### config.mk
export PLATFORM = sky130hd
export DESIGN_NAME = uart_tx_fifo
export DESIGN_NICKNAME = d
export VERILOG_FILES = /design/src/rtl/uart_tx_fifo.sv
export SDC_FILE = /design/constraint.sdc
export NUM_CORES = 1
export LEC_CHECK = 0
export BUFFER_PORTS_ARGS = -buffer_cell sky130_fd_sc_hd__buf_2
export CAP_MARGIN = 15
export CORE_MARGIN = 5
export CORE_UTILIZATION = 45
export CTS_BUF_LIST = sky130_fd_sc_hd__clkbuf_8 sky130_fd_sc_hd__clkbuf_16
export CTS_CLUSTER_DIAMETER = 50
export DETAILED_ROUTE_END_ITERATION = 16
export HOLD_SLACK_MARGIN = 0.05
export SKIP_LAST_GASP = 1
export SLEW_MARGIN = 10
export SYNTH_ARGS = -nofsm -noshare
export SYNTH_HDL_FRONTEND = slang
export SYNTH_SLANG_ARGS = --single-unit
### constraint.sdc
create_clock -name clk -period 5.65 [get_ports clk]
set_clock_uncertainty 0.1 [all_clocks]
set_input_delay 1.13 -clock clk [delete_from_list [all_inputs] [get_ports clk]]
set_output_delay 1.13 -clock clk [all_outputs]
set_load 0.03 [all_outputs]
### src/rtl/uart_tx_fifo.sv
// uart_tx_fifo
//   Byte FIFO feeding a UART transmitter. Bytes are enqueued on wr_en and
//   handed one at a time to the transmitter through a tx_start pulse. The
//   transmitter then reports activity on tx_busy.
//
// Ports
//   clk      in   single clock, rising edge
//   rst      in   asynchronous active-high reset
//   wr_data  in   8   byte to enqueue
//   wr_en    in   1   enqueue request
//   full     out  1   count == DEPTH
//   empty    out  1   count == 0
//   count    out  AW+1 bytes currently stored
//   overflow out  1   one-cycle pulse after a dropped write
//   tx_data  out  8   byte presented to the transmitter
//   tx_start out  1   one-cycle start pulse
//   tx_busy  in   1   transmitter busy flag
module uart_tx_fifo #(
  parameter int unsigned DEPTH        = 16,
  parameter int unsigned AW           = 4,
  parameter int unsigned BUSY_TIMEOUT = 4
) (
  input  logic          clk,
  input  logic          rst,
  input  logic [7:0]    wr_data,
  input  logic          wr_en,
  output logic          full,
  output logic          empty,
  output logic [AW:0]   count,
  output logic          overflow,
  output logic [7:0]    tx_data,
  output logic          tx_start,
  input  logic          tx_busy
);

  // Timer only has to count 0 .. BUSY_TIMEOUT-1.
  localparam int unsigned TW = (BUSY_TIMEOUT > 1) ? $clog2(BUSY_TIMEOUT) : 1;
  localparam logic [TW-1:0] TIMER_LAST = TW'(BUSY_TIMEOUT - 1);
  localparam logic [AW:0]   DEPTH_CNT  = (AW+1)'(DEPTH);

  typedef enum logic [1:0] {
    ST_IDLE,
    ST_START,
    ST_WAIT_BUSY,
    ST_WAIT_DONE
  } state_t;

  // Storage is not reset; only pointers and count define validity.
  logic [7:0]    mem_q [DEPTH];

  state_t        state_q,    state_d;
  logic [AW-1:0] wr_ptr_q,   wr_ptr_d;
  logic [AW-1:0] rd_ptr_q,   rd_ptr_d;
  logic [AW:0]   count_q,    count_d;
  logic          overflow_q, overflow_d;
  logic [7:0]    tx_data_q,  tx_data_d;
  logic          tx_start_q, tx_start_d;
  logic [TW-1:0] timer_q,    timer_d;

  logic          full_c;
  logic          empty_c;
  logic          push;
  logic          pop;

  // Flags come from the registered count, so a write while full is
  // dropped even if a pop happens on the same edge.
  always_comb begin
    full_c  = (count_q == DEPTH_CNT);
    empty_c = (count_q == '0);
    push    = wr_en && !full_c;
  end

  // Transmit sequencing
  always_comb begin
    state_d = state_q;
    timer_d = timer_q;
    pop     = 1'b0;
    unique case (state_q)
      ST_IDLE: begin
        if (!empty_c && !tx_busy) begin
          pop     = 1'b1;
          state_d = ST_START;
        end
      end
      ST_START: begin
        timer_d = '0;
        state_d = ST_WAIT_BUSY;
      end
      ST_WAIT_BUSY: begin
        if (tx_busy) begin
          state_d = ST_WAIT_DONE;
        end else if (timer_q == TIMER_LAST) begin
          // Transmitter never acknowledged: the byte is considered sent.
          state_d = ST_IDLE;
        end else begin
          timer_d = timer_q + TW'(1);
        end
      end
      ST_WAIT_DONE: begin
        if (!tx_busy) begin
          state_d = ST_IDLE;
        end
      end
      default: state_d = ST_IDLE;
    endcase
    // Registered start pulse: high exactly while the FSM sits in START.
    tx_start_d = (state_d == ST_START);
  end

  // FIFO bookkeeping
  always_comb begin
    wr_ptr_d   = push ? (wr_ptr_q + AW'(1)) : wr_ptr_q;
    rd_ptr_d   = pop  ? (rd_ptr_q + AW'(1)) : rd_ptr_q;
    overflow_d = wr_en && full_c;
    tx_data_d  = pop  ? mem_q[rd_ptr_q] : tx_data_q;
    unique case ({push, pop})
      2'b10:   count_d = count_q + (AW+1)'(1);
      2'b01:   count_d = count_q - (AW+1)'(1);
      default: count_d = count_q;
    endcase
  end

  always_ff @(posedge clk or posedge rst) begin
    if (rst) begin
      state_q    <= ST_IDLE;
      wr_ptr_q   <= '0;
      rd_ptr_q   <= '0;
      count_q    <= '0;
      overflow_q <= 1'b0;
      tx_data_q  <= '0;
      tx_start_q <= 1'b0;
      timer_q    <= '0;
    end else begin
      state_q    <= state_d;
      wr_ptr_q   <= wr_ptr_d;
      rd_ptr_q   <= rd_ptr_d;
      count_q    <= count_d;
      overflow_q <= overflow_d;
      tx_data_q  <= tx_data_d;
      tx_start_q <= tx_start_d;
      timer_q    <= timer_d;
    end
  end

  always_ff @(posedge clk) begin
    if (push) begin
      mem_q[wr_ptr_q] <= wr_data;
    end
  end

  assign full     = full_c;
  assign empty    = empty_c;
  assign count    = count_q;
  assign overflow = overflow_q;
  assign tx_data  = tx_data_q;
  assign tx_start = tx_start_q;

endmodule

==> out/results.ini <==
[min_path]
hold_end = tx_data[6]
min_from = tx_data[6]
holdPathStages = 2
hp-class = flop to flop

[floorplan]
dieArea_um2 = 16540
fp-row-count = 43
die_w_um = 128.6
die_y_um = 128.6
core_area_um2 = 13830
initial_core_util_pct = 45.78
ios = 29

[worst_setup_path]
critPathCaptureType = flop
worstPathMaxFanout = 21
crit_required_ns = 5.86
r2r_setup_slack_ns = 1.98
r2r_cells = 11
slowest_delay_ns = 0.82
crit_chain = buf_2 -> or4_1 -> inv_2 -> ha_1 -> inv_1 -> fa_1 -> nor2b_1 -> o21ai_0 -> nand3_1 -> or3b_2 -> xnor2_1
rr_endpoint = count[4]
path_class = input pin to flop
cp_data_arrival_time_ns = 3.95
r2r_start = count[0]
setup.worst_path.start_class = input pin
cp_slowest_cell = or4_1

[global_route]
grt_max_degree = 36
grt_pass1_wl_um = 18240
grt_antenna_before_repair = 0
track_usage_pct = 15.24
grt_overflow = 0
grt_pass1_vias = 3269

[timing]
tightest_slew_ns = 0.9613
hold-worst-slack_ns = 0.3882
slew-limit-headroom_pct = 35.68
period_share_pct = 66.19
setup_tns_ns = 0
rsz0062_at_grt = false
slew_violations = 0
hold_viol_final = 0
max_freq_mhz = 267.4
fin_ws_ns = 1.910
setup_viol = 0
period_needed_ns = 3.740

[layout]
final_common_cell = edfxtp_1
drive_above_1_share_pct = 22.98
final_nets = 406
antenna_cells = 0
area_growth_pct = 14.25
final_cell_mix = edfxtp_1, nand2_1, buf_2

[power]
peakVddDrop_mv = 0.3425
p_leak_nw = 2.614
power_frac_clock_pct = 30.2
combPwrFrac_pct = 28.0
internal-power_mw = 2.557
switching_share_pct = 30.76
p_switching_mw = 1.136
seq_power_share_pct = 41.8
power.density_nw_per_um2 = 510.7

[synth]
ys_seq_elements = 155
yosysTopAreaCellShare_pct = 60.72
netlist_instances = 351
synth_area_leaders = edfxtp_1, dfrtp_1, mux4_1
postSynthAreaPerCell_um2 = 18.03
synth_top_area_cell = edfxtp_1
synth-edff-count = 128
yosys_warnings = 0
async_flop_share_pct = 17.42
synthesis.area_um2 = 6330
synthesis.nets = 374
yosysUniqueCellTypes = 38
synth.yosys.seq_area_share_pct = 71.40
ys.flop_type = edfxtp_1

[drt]
routed_wl_um = 11580
drc = 0
drtAntennaViolNets = 0
avgRoutedWirePerCell_um = 20.11
drt_iter0_markers = 207
routed_via_density = 5.295
vias = 3050
first_pass_iters = 6

[clocking]
clock_path_buffers = 2
numCtsBuffers = 17
cts_setup_buffers = 0
h-tree-depth = 4
clk_latency_ns = 0.42
cts.sinks = 155
cts_resized = 0
cts.clk_slew.worst_paths_ns = 0.06
cts_tree = yes
cts-root-buf = clkbuf_16
holdBufCountCts = 0

[run]
max_cap_violations = 0

[placed_design]
gp_congestion = 0.7799
place_hpwl_um = 7036
pre_cts_slack_ns = 1.484
portBuffers = 28

[run_status]
status = finished, final reports clean

[power groups by stage]
| stage | clock [mW] | sequential (mW) | combinational (mW) |
|---|---|---|---|
| finish | 1.12 | 1.54 | 1.03 |
| CTS | 1.14 | 1.54 | 1.06 |
| global route | 1.20 | 1.56 | 1.13 |
| global placement | 0 | 1.55 | 1.03 |
| floorplan | 0 | 1.60 | 0.761 |
| detailed placement | 0 | 1.56 | 1.05 |
[metrics by stage]
step | std cells | power [mW] | area, µm² | util (%)
after floorplan | 351 | 2.362 | 6330 | -
after global placement | 543 | 2.586 | 6621 | 47.89
after detailed placement | 543 | 2.616 | 6621 | 47.89
after CTS | 575 | 3.745 | 7204 | 52.10
after global routing | 576 | 3.897 | 7232 | 52.30
final | 576 | 3.693 | 7232 | 52.30
[synth_stat cells, types with 2 or more instances]
library cell and instances:
inv_1 10, nor2_1 16, dfrtp_1 27, nand2b_1 2
o21ai_0 6, xor2_1 2, a21oi_1 3, clkbuf_1 5
edfxtp_1 128, mux2i_1 9, ha_1 10, nand2_1 34
nand4_1 2, nor3_1 4, buf_2 6, mux4_2 15
mux4_1 17, xnor2_1 8, o21ai_1 15, mux2_2 9
nor2b_1 3, buf_1 4
[layer usage]
metal	vias up	part of all wire (%)	track usage [%]
li1	1424	-	-
met1	1533	42	18.72
met2	78	52	25.84
met3	15	5.3	4.774
met4	0	1.3	5.065
met5	-	0	0
[layout make-up]
| type | count | area, µm² |
|---|---|---|
| clock inverter | 15 | 157.7 |
| fill | 1117 | 6595 |
| multi-input combinational | 166 | 1672 |
| inverter | 11 | 41.29 |
| clock buffer | 17 | 425.4 |
| sequential | 155 | 4521 |
| tap | 180 | 225.2 |
| timing repair buffer | 32 | 190.2 |
[worst max path at each step]
stage / slack, ns / cells past startpoint / from / end
final: 1.91 / 11 / tx_busy / count[4]
after global routing: 1.65 / 11 / count[0] / count[4]
after CTS: 1.93 / 11 / tx_busy / count[4]
after detailed placement: 1.48 / 11 / tx_busy / count[4]
after global placement: 1.56 / 11 / tx_busy / count[4]
after floorplan: 2.17 / 10 / tx_busy / count[4]
[cell families after synthesis]
| kind of cell | share of synthesized area [%] |
|---|---|
| DFF | 71.40 |
| and+or+nand+nor | 4.606 |
| muxes | 15.42 |
| buffers and inverters | 2.510 |
| AOI/OAI and AO/OA | 2.392 |
| adders and majority gates | 2.293 |
| xor gates and xnor gates | 1.384 |
[sequential cells by signal, summed over array words and instances (netlist names)]
register / cells
count: 5
mem_q: 128
overflow: 1
rd_ptr_q: 4
state_q: 2
timer_q: 2
tx_data: 8
tx_start: 1
wr_ptr_q: 4
[worst max-delay path: cells and delay by family]
| kind | cells | cell delay [ns] |
|---|---|---|
| simple gates | 4 | 1.49 |
| fa+ha+maj | 2 | 0.65 |
| buf+inv | 3 | 0.42 |
| xor+xnor | 1 | 0.13 |
| compound gates | 1 | 0.11 |
(Power assumes the default switching activity.)
